## config.mk

```make
export PLATFORM = sky130hd
export DESIGN_NAME = block_vga_render
export DESIGN_NICKNAME = d
export VERILOG_FILES = /design/src/rtl/block_vga_render.sv
export SDC_FILE = /design/constraint.sdc
export NUM_CORES = 1
export LEC_CHECK = 0
export ABC_AREA = 1
export CORE_ASPECT_RATIO = 1.75
export CORE_UTILIZATION = 55
export CTS_BUF_LIST = sky130_fd_sc_hd__clkbuf_4
export CTS_CLUSTER_DIAMETER = 150
export DETAILED_ROUTE_END_ITERATION = 16
export MAX_ROUTING_LAYER = met4
export PLACE_DENSITY = 0.79
export SLEW_MARGIN = 20
export SYNTH_ARGS = -nofsm -noshare
export SYNTH_HDL_FRONTEND = slang
export SYNTH_SLANG_ARGS = --single-unit
```

## constraint.sdc

```tcl
create_clock -name clk -period 2.87 [get_ports clk]
set_clock_uncertainty 0.05 [all_clocks]
set_input_delay 0.574 -clock clk [delete_from_list [all_inputs] [get_ports clk]]
set_output_delay 0.574 -clock clk [all_outputs]
set_load 0.03 [all_outputs]
```

## src/rtl/block_vga_render.sv

```systemverilog
// ============================================================================
// Module   : block_vga_render
// Purpose  : 640x480@60 VGA timing with a 3-stage block-map renderer.
// Revision : 1.0  initial release
// ============================================================================
`default_nettype none

module block_vga_render #(
    parameter int BLK_SHIFT = 5,
    parameter int GRID      = 0
) (
    input  logic        clk,
    input  logic        rst,
    output logic [4:0]  xBlockNum,
    output logic [4:0]  yBlockNum,
    input  logic [3:0]  BlockState,
    output logic        hs,
    output logic        vs,
    output logic [11:0] rgb,
    output logic        frame_start
);

    localparam logic [9:0] C_H_LAST    = 10'd799;
    localparam logic [9:0] C_V_LAST    = 10'd524;
    localparam logic [9:0] C_H_VIS     = 10'd640;
    localparam logic [9:0] C_V_VIS     = 10'd480;
    localparam logic [9:0] C_HS_BEG    = 10'd656;
    localparam logic [9:0] C_HS_END    = 10'd751;
    localparam logic [9:0] C_VS_BEG    = 10'd490;
    localparam logic [9:0] C_VS_END    = 10'd491;
    localparam logic [9:0] C_BLK_MASK  = 10'((1 << BLK_SHIFT) - 1);
    localparam logic [11:0] C_GRID_RGB = 12'h222;

    logic [9:0]  h_cnt_q, h_cnt_d;
    logic [9:0]  v_cnt_q, v_cnt_d;
    logic [4:0]  x_blk_q, x_blk_d;
    logic [4:0]  y_blk_q, y_blk_d;
    logic        vis0_q, vis0_d;
    logic        grid0_q, grid0_d;
    logic        hs0_q, hs0_d;
    logic        vs0_q, vs0_d;
    logic        fs0_q, fs0_d;
    logic [3:0]  state1_q, state1_d;
    logic        vis1_q, vis1_d;
    logic        grid1_q, grid1_d;
    logic        hs1_q, hs1_d;
    logic        vs1_q, vs1_d;
    logic        fs1_q, fs1_d;
    logic [11:0] rgb_q, rgb_d;
    logic        hs_q, hs_d;
    logic        vs_q, vs_d;
    logic        fs_q, fs_d;

    logic [9:0]  w_h_blk;
    logic [9:0]  w_v_blk;
    logic        w_vis;

    always_comb begin
        h_cnt_d = (h_cnt_q == C_H_LAST) ? 10'd0 : h_cnt_q + 10'd1;
        v_cnt_d = v_cnt_q;
        if (h_cnt_q == C_H_LAST) begin
            v_cnt_d = (v_cnt_q == C_V_LAST) ? 10'd0 : v_cnt_q + 10'd1;
        end

        // Stage 0: address the state register and capture pixel attributes
        w_vis   = (h_cnt_q < C_H_VIS) && (v_cnt_q < C_V_VIS);
        w_h_blk = h_cnt_q >> BLK_SHIFT;
        w_v_blk = v_cnt_q >> BLK_SHIFT;
        x_blk_d = w_vis ? w_h_blk[4:0] : 5'd0;
        y_blk_d = w_vis ? w_v_blk[4:0] : 5'd0;
        vis0_d  = w_vis;
        grid0_d = (GRID != 0) &&
                  (((h_cnt_q & C_BLK_MASK) == 10'd0) || ((v_cnt_q & C_BLK_MASK) == 10'd0));
        hs0_d   = !((h_cnt_q >= C_HS_BEG) && (h_cnt_q <= C_HS_END));
        vs0_d   = !((v_cnt_q >= C_VS_BEG) && (v_cnt_q <= C_VS_END));
        fs0_d   = (h_cnt_q == 10'd0) && (v_cnt_q == 10'd0);

        // Stage 1: state code returned for the stage-0 address
        state1_d = BlockState;
        vis1_d   = vis0_q;
        grid1_d  = grid0_q;
        hs1_d    = hs0_q;
        vs1_d    = vs0_q;
        fs1_d    = fs0_q;

        // Stage 2: colour lookup, blanking forces black, grid overrides the map
        rgb_d = 12'h000;
        if (vis1_q) begin
            if (grid1_q) begin
                rgb_d = C_GRID_RGB;
            end else begin
                case (state1_q)
                    4'd0:    rgb_d = 12'h000;
                    4'd1:    rgb_d = 12'h0F0;
                    4'd2:    rgb_d = 12'hFF0;
                    4'd3:    rgb_d = 12'hF00;
                    4'd4:    rgb_d = 12'h888;
                    default: rgb_d = 12'h00F;
                endcase
            end
        end
        hs_d = hs1_q;
        vs_d = vs1_q;
        fs_d = fs1_q;
    end

    // Sync stages reset to the inactive level so hs/vs never glitch after reset
    always_ff @(posedge clk or negedge rst) begin
        if (!rst) begin
            h_cnt_q  <= 10'd0;
            v_cnt_q  <= 10'd0;
            x_blk_q  <= 5'd0;
            y_blk_q  <= 5'd0;
            vis0_q   <= 1'b0;
            grid0_q  <= 1'b0;
            hs0_q    <= 1'b1;
            vs0_q    <= 1'b1;
            fs0_q    <= 1'b0;
            state1_q <= 4'd0;
            vis1_q   <= 1'b0;
            grid1_q  <= 1'b0;
            hs1_q    <= 1'b1;
            vs1_q    <= 1'b1;
            fs1_q    <= 1'b0;
            rgb_q    <= 12'h000;
            hs_q     <= 1'b1;
            vs_q     <= 1'b1;
            fs_q     <= 1'b0;
        end else begin
            h_cnt_q  <= h_cnt_d;
            v_cnt_q  <= v_cnt_d;
            x_blk_q  <= x_blk_d;
            y_blk_q  <= y_blk_d;
            vis0_q   <= vis0_d;
            grid0_q  <= grid0_d;
            hs0_q    <= hs0_d;
            vs0_q    <= vs0_d;
            fs0_q    <= fs0_d;
            state1_q <= state1_d;
            vis1_q   <= vis1_d;
            grid1_q  <= grid1_d;
            hs1_q    <= hs1_d;
            vs1_q    <= vs1_d;
            fs1_q    <= fs1_d;
            rgb_q    <= rgb_d;
            hs_q     <= hs_d;
            vs_q     <= vs_d;
            fs_q     <= fs_d;
        end
    end

    assign xBlockNum   = x_blk_q;
    assign yBlockNum   = y_blk_q;
    assign rgb         = rgb_q;
    assign hs          = hs_q;
    assign vs          = vs_q;
    assign frame_start = fs_q;

endmodule

`default_nettype wire

```

# == After elaboration in Yosys (flattened, before gate mapping) ==
# Index checks and enable logic that the tools add are counted.
# classes
eq_ne,6
addsub,2
reduce_logical,9
n_lt_le_gt_ge,6
n_mux,6
# op_table
op,count
$pmux W12 S5,1
$add A10 B1 Y10 const B,2
$eq A10 B10 Y1 const B,2
$logic_not A10 Y1,2
$mux W10,2
$mux W12,1
$ge A10 B10 Y1 const B,1
$ge A10 B9 Y1 const B,1
$le A10 B10 Y1 const B,1
$le A10 B9 Y1 const B,1
$lt A10 B10 Y1 const B,1
$lt A10 B9 Y1 const B,1
$mux W5,2
$eq A4 B2 Y1 const B,2
$eq A4 B1 Y1 const B,1
$eq A4 B3 Y1 const B,1
$logic_and A1 B1 Y1,4
$logic_not A4 Y1,1
$logic_not A1 Y1,2
# totals
elab_cells,46
out_inout_bits,25
register_bits,57

# == Logic depth before layout (Yosys ltp) ==
# depth
depth_word,3
ltp_mapped,8
mapped_depth_nobuf,8

# == Worst setup path before layout ==
# No wires, ideal clock.
# synth_path
path_kind,flip-flop to flip-flop
start,register h_cnt_q[0]
end,register v_cnt_q[3]
arrival_ns,1.227
required_time_ns,2.693
synth_period_minus_slack_ns,1.404
setup_time_ns,0.127
setup_slack_ns,1.466
path_stages_with_launch,8
cell_sequence,dfrtp_1 ha_1 nand2_1 nor2_2 nand3_2 nor2_4 buf_6 o21ai_0
# synth_via
elab_chain_len,1
# synth_lines
item,line_no,source
"start, declared",34,"logic [9:0] h_cnt_q, h_cnt_d;"
"start signal, assigned",130,h_cnt_q <= h_cnt_d;
$eq A10 B10 Y1,61,if (h_cnt_q == C_H_LAST) begin
"end signal, assigned",131,v_cnt_q <= v_cnt_d;
"end, declared",35,"logic [9:0] v_cnt_q, v_cnt_d;"
# No other way between the ends.
# A chain may end at the register's enable or synchronous reset.

# == Worst setup path in the final report ==
# layout_path
start,"register hs_q, in the netlist hs"
end,output port hs
# layout_rtl
item,line_no,source
"start, declared",50,"logic hs_q, hs_d;"
"start signal, assigned",146,hs_q <= hs_d;
"end, declared",17,"output logic hs,"
# No word-level cell between the ends.

==> reports/qor.json <==
{
  "die_w_um": 49.9,
  "clkLatencyLatePin_ns": 0.36,
  "cap_viol_max_count": 0,
  "num_cts_buffers": 5,
  "grt_pass1_vias": 1537,
  "antennaDiodeCount": 0,
  "tritoncts": "done",
  "synth.area.mux_share": 0,
  "critPathMaxStageDelay_ns": 0.65,
  "cell_family_contributing_the_most_delay_on_the_critical_path": "buffers and inverters",
  "chipHeight_um": 85.9,
  "seq_area_frac_synth": 0.580,
  "synth_cells": 242,
  "antenna_violating_nets_post_route": 0,
  "worst_hold_path_type": "input pin to async pin",
  "hold-worst-slack_ns": 0.125,
  "cp_max_fo": 1,
  "floorplan.rows": 30,
  "globalRouteOverflowTotal": 0,
  "finalWirelength_mm": 3.70,
  "finalMaxSlewViolations": 0,
  "grt_use_total": 0.208,
  "worst_setup_path_start_kind": "flip-flop",
  "synthAdderAreaFrac": 0.0226,
  "post_cts_buffers": 0,
  "largest_buffer_count_on_any_clock_path": 2,
  "worst-slew-pin-transition_ns": 0.537,
  "syn_area_per_cell_um2": 9.14,
  "post_cts_resize_count": 0,
  "synth_simple_gate_area_frac": 0.236,
  "dieArea_mm2": 0.00429,
  "cts-hold-fix-buffers": 0,
  "period_needed_ns": 2.17,
  "fillCellCount": 317,
  "finalWeightedCongestion": 0.905,
  "number_of_standard_cells_in_the_layout_taps_in_and_fillers_out": 319,
  "design.core.area_mm2": 0.00387,
  "top_level_ports": 31,
  "grt_max_degree": 27,
  "post_route_cells_drive_above_1_share": 0.0923,
  "outcome": "finished, final reports clean",
  "io_buffers": 30,
  "clock_sinks": 51,
  "hold_violations": 0,
  "total_drc_errors_in_the_routed_layout": 0,
  "cts.clk_slew.worst_paths_ns": 0.13,
  "cts_htree_levels": 2,
  "synth-warning-count": 0,
  "grt_pass1_wl_mm": 6.46,
  "vias": 1606,
  "cp_slowest_cell": "sky130_fd_sc_hd__clkdlybuf4s50_1",
  "netlist_area_mm2": 0.00221,
  "synth-xor-area-share": 0.0238,
  "power.static_leakage_uw": 0.00124,
  "synthDistinctLibCells": 27,
  "synth_top_family_by_area": "simple AND/OR/NAND/NOR gates",
  "worst-endpoint-arrival_ns": 1.55,
  "area_overhead_of_the_layout_relative_to_synthesis_pct": 16.8,
  "clock.fmax_mhz": 461,
  "dp_cells": 312,
  "drt_pass1_iterations": 4,
  "worst_setup_path_end_kind": "output pin",
  "p_total_uw": 1180,
  "grt_setup_unrepaired": "false",
  "timing.critical_path.buf_inv": 1,
  "vias_per_cell": 5.03,
  "cts.root.buffer_cell": "sky130_fd_sc_hd__clkbuf_4",
  "worst_slew_margin_rel": 0.642,
  "setup_tns_ns": 0,
  "post-dp-hpwl_mm": 2.77,
  "dr_iter_0_viols": 46,
  "wl_per_cell_um": 11.6,
  "synth.ff_latch_count": 51,
  "worst_ep_required_time_ns": 2.25,
  "worstPathCellList": "clkdlybuf4s50_1",
  "post-route-period-util": 0.756,
  "final_net_count": 281,
  "power_density_mw_per_mm2": 458,
  "synth_compound_gate_area_share": 0.0407,
  "power.ir.vdd_worst_uv": 404,
  "grt_antenna_before_repair": 0,
  "start_util": 0.572,
  "synth_nets": 252,
  "critical_path_class": "flip-flop to output pin",
  "finalSetupViolCount": 0
}
[flip-flops by register name, summed over array words and instances, names as in the netlist, 4 cells and up]
register and cells:
v_cnt_q 10, yBlockNum 5, xBlockNum 5, rgb 6, state1_q 4, h_cnt_q 10
[routing by layer]
metal,GRT usage,up-vias,part of all wire,wire length [um]
met3,0.0372,8,0.025,91
met2,0.373,36,0.56,2080
met5,-,-,0,0
li1,-,807,-,-
met1,0.208,755,0.39,1430
met4,0.109,0,0.026,98
[layout by cell type (no fill, tap or decap)]
cell | Yosys | layout
sky130_fd_sc_hd__or2_2 | 2 | 2
sky130_fd_sc_hd__dfstp_2 | 6 | 6
sky130_fd_sc_hd__clkinvlp_4 | 0 | 1
sky130_fd_sc_hd__nand3_2 | 1 | 1
sky130_fd_sc_hd__clkinv_1 | 1 | 1
sky130_fd_sc_hd__nor3_1 | 5 | 5
sky130_fd_sc_hd__inv_1 | 36 | 36
sky130_fd_sc_hd__nand4_1 | 11 | 11
sky130_fd_sc_hd__nor2_2 | 2 | 2
sky130_fd_sc_hd__inv_2 | 1 | 1
sky130_fd_sc_hd__o21ai_1 | 2 | 2
sky130_fd_sc_hd__buf_4 | 6 | 1
sky130_fd_sc_hd__xor2_1 | 6 | 6
sky130_fd_sc_hd__nor4_1 | 1 | 1
sky130_fd_sc_hd__nand3_1 | 14 | 14
sky130_fd_sc_hd__clkdlybuf4s50_1 | 0 | 29
sky130_fd_sc_hd__nor2_1 | 38 | 38
sky130_fd_sc_hd__nand2_1 | 39 | 39
sky130_fd_sc_hd__o21ai_0 | 12 | 12
sky130_fd_sc_hd__a31oi_1 | 1 | 1
sky130_fd_sc_hd__buf_2 | 2 | 1
sky130_fd_sc_hd__bufinv_16 | 0 | 1
sky130_fd_sc_hd__o21ai_2 | 1 | 1
sky130_fd_sc_hd__dfrtp_1 | 45 | 45
sky130_fd_sc_hd__conb_1 | 1 | 1
sky130_fd_sc_hd__ha_1 | 4 | 4
sky130_fd_sc_hd__a21oi_1 | 1 | 1
sky130_fd_sc_hd__nor2_4 | 2 | 2
sky130_fd_sc_hd__clkbuf_4 | 0 | 5
sky130_fd_sc_hd__nand2_2 | 1 | 1
[logic make-up after synthesis]
| family | Yosys count |
|---|---|
| flip-flops | 51 |
| AO/OA/AOI/OAI | 17 |
| XOR/XNOR | 6 |
| buffers and inverters | 47 |
| other | 1 |
| AND/OR/NAND/NOR | 116 |
| adder cells (fa/ha/maj) | 4 |
[cell type report]
class	count	area, um2	area share
well taps	48	60.1	0.0232
clock buffers	5	37.5	0.0145
clock inverters	2	37.5	0.0145
multi-input cells	144	719	0.278
flip-flops and latches	51	1280	0.497
inverters	38	143	0.0552
repair buffers	31	303	0.117
[worst paths after layout]
kind,startpoint,end,slack (ns),depth (start not counted)
max in group asynchronous,rst,hs,1.89,2
max,hs,hs,0.70,1
max reg2reg,h_cnt_q[0],v_cnt_q[5],1.14,8
min in group clk,vs0_q,vs1_q,0.31,0
min,rst,v_cnt_q[4],0.13,1
min reg2reg,vs0_q,vs1_q,0.31,0
[metrics by stage]
stage                     utilization  cell area [um2]  setup slack, ns
after floorplan                     -             2210             1.47
after global placement          0.649             2510             1.10
after detailed placement        0.649             2510             1.09
after CTS                       0.668             2580            0.681
after global routing            0.668             2580            0.642
final                           0.668             2580            0.701
[Yosys cell counts, drive strengths merged]
cell type  number  share of area
a21oi           1         0.0023
inv            37          0.063
nand2          40          0.069
a31oi           1         0.0028
dfrtp          45           0.51
ha              4          0.023
clkinv          1         0.0017
xor2            6          0.024
nor3            5          0.011
conb            1         0.0017
buf             9          0.030
nor4            1         0.0028
nand4          11          0.031
dfstp           6          0.071
nor2           42          0.080
nand3          15          0.036
o21ai          15          0.036
or2             2         0.0057
[power breakdown]
group          internal, uW  switching (uW)  total, uW
Sequential              727            3.34        730
Clock                   179             209        388
Combinational          24.0            40.3       64.4
Power figures use the tool's default switching activity.
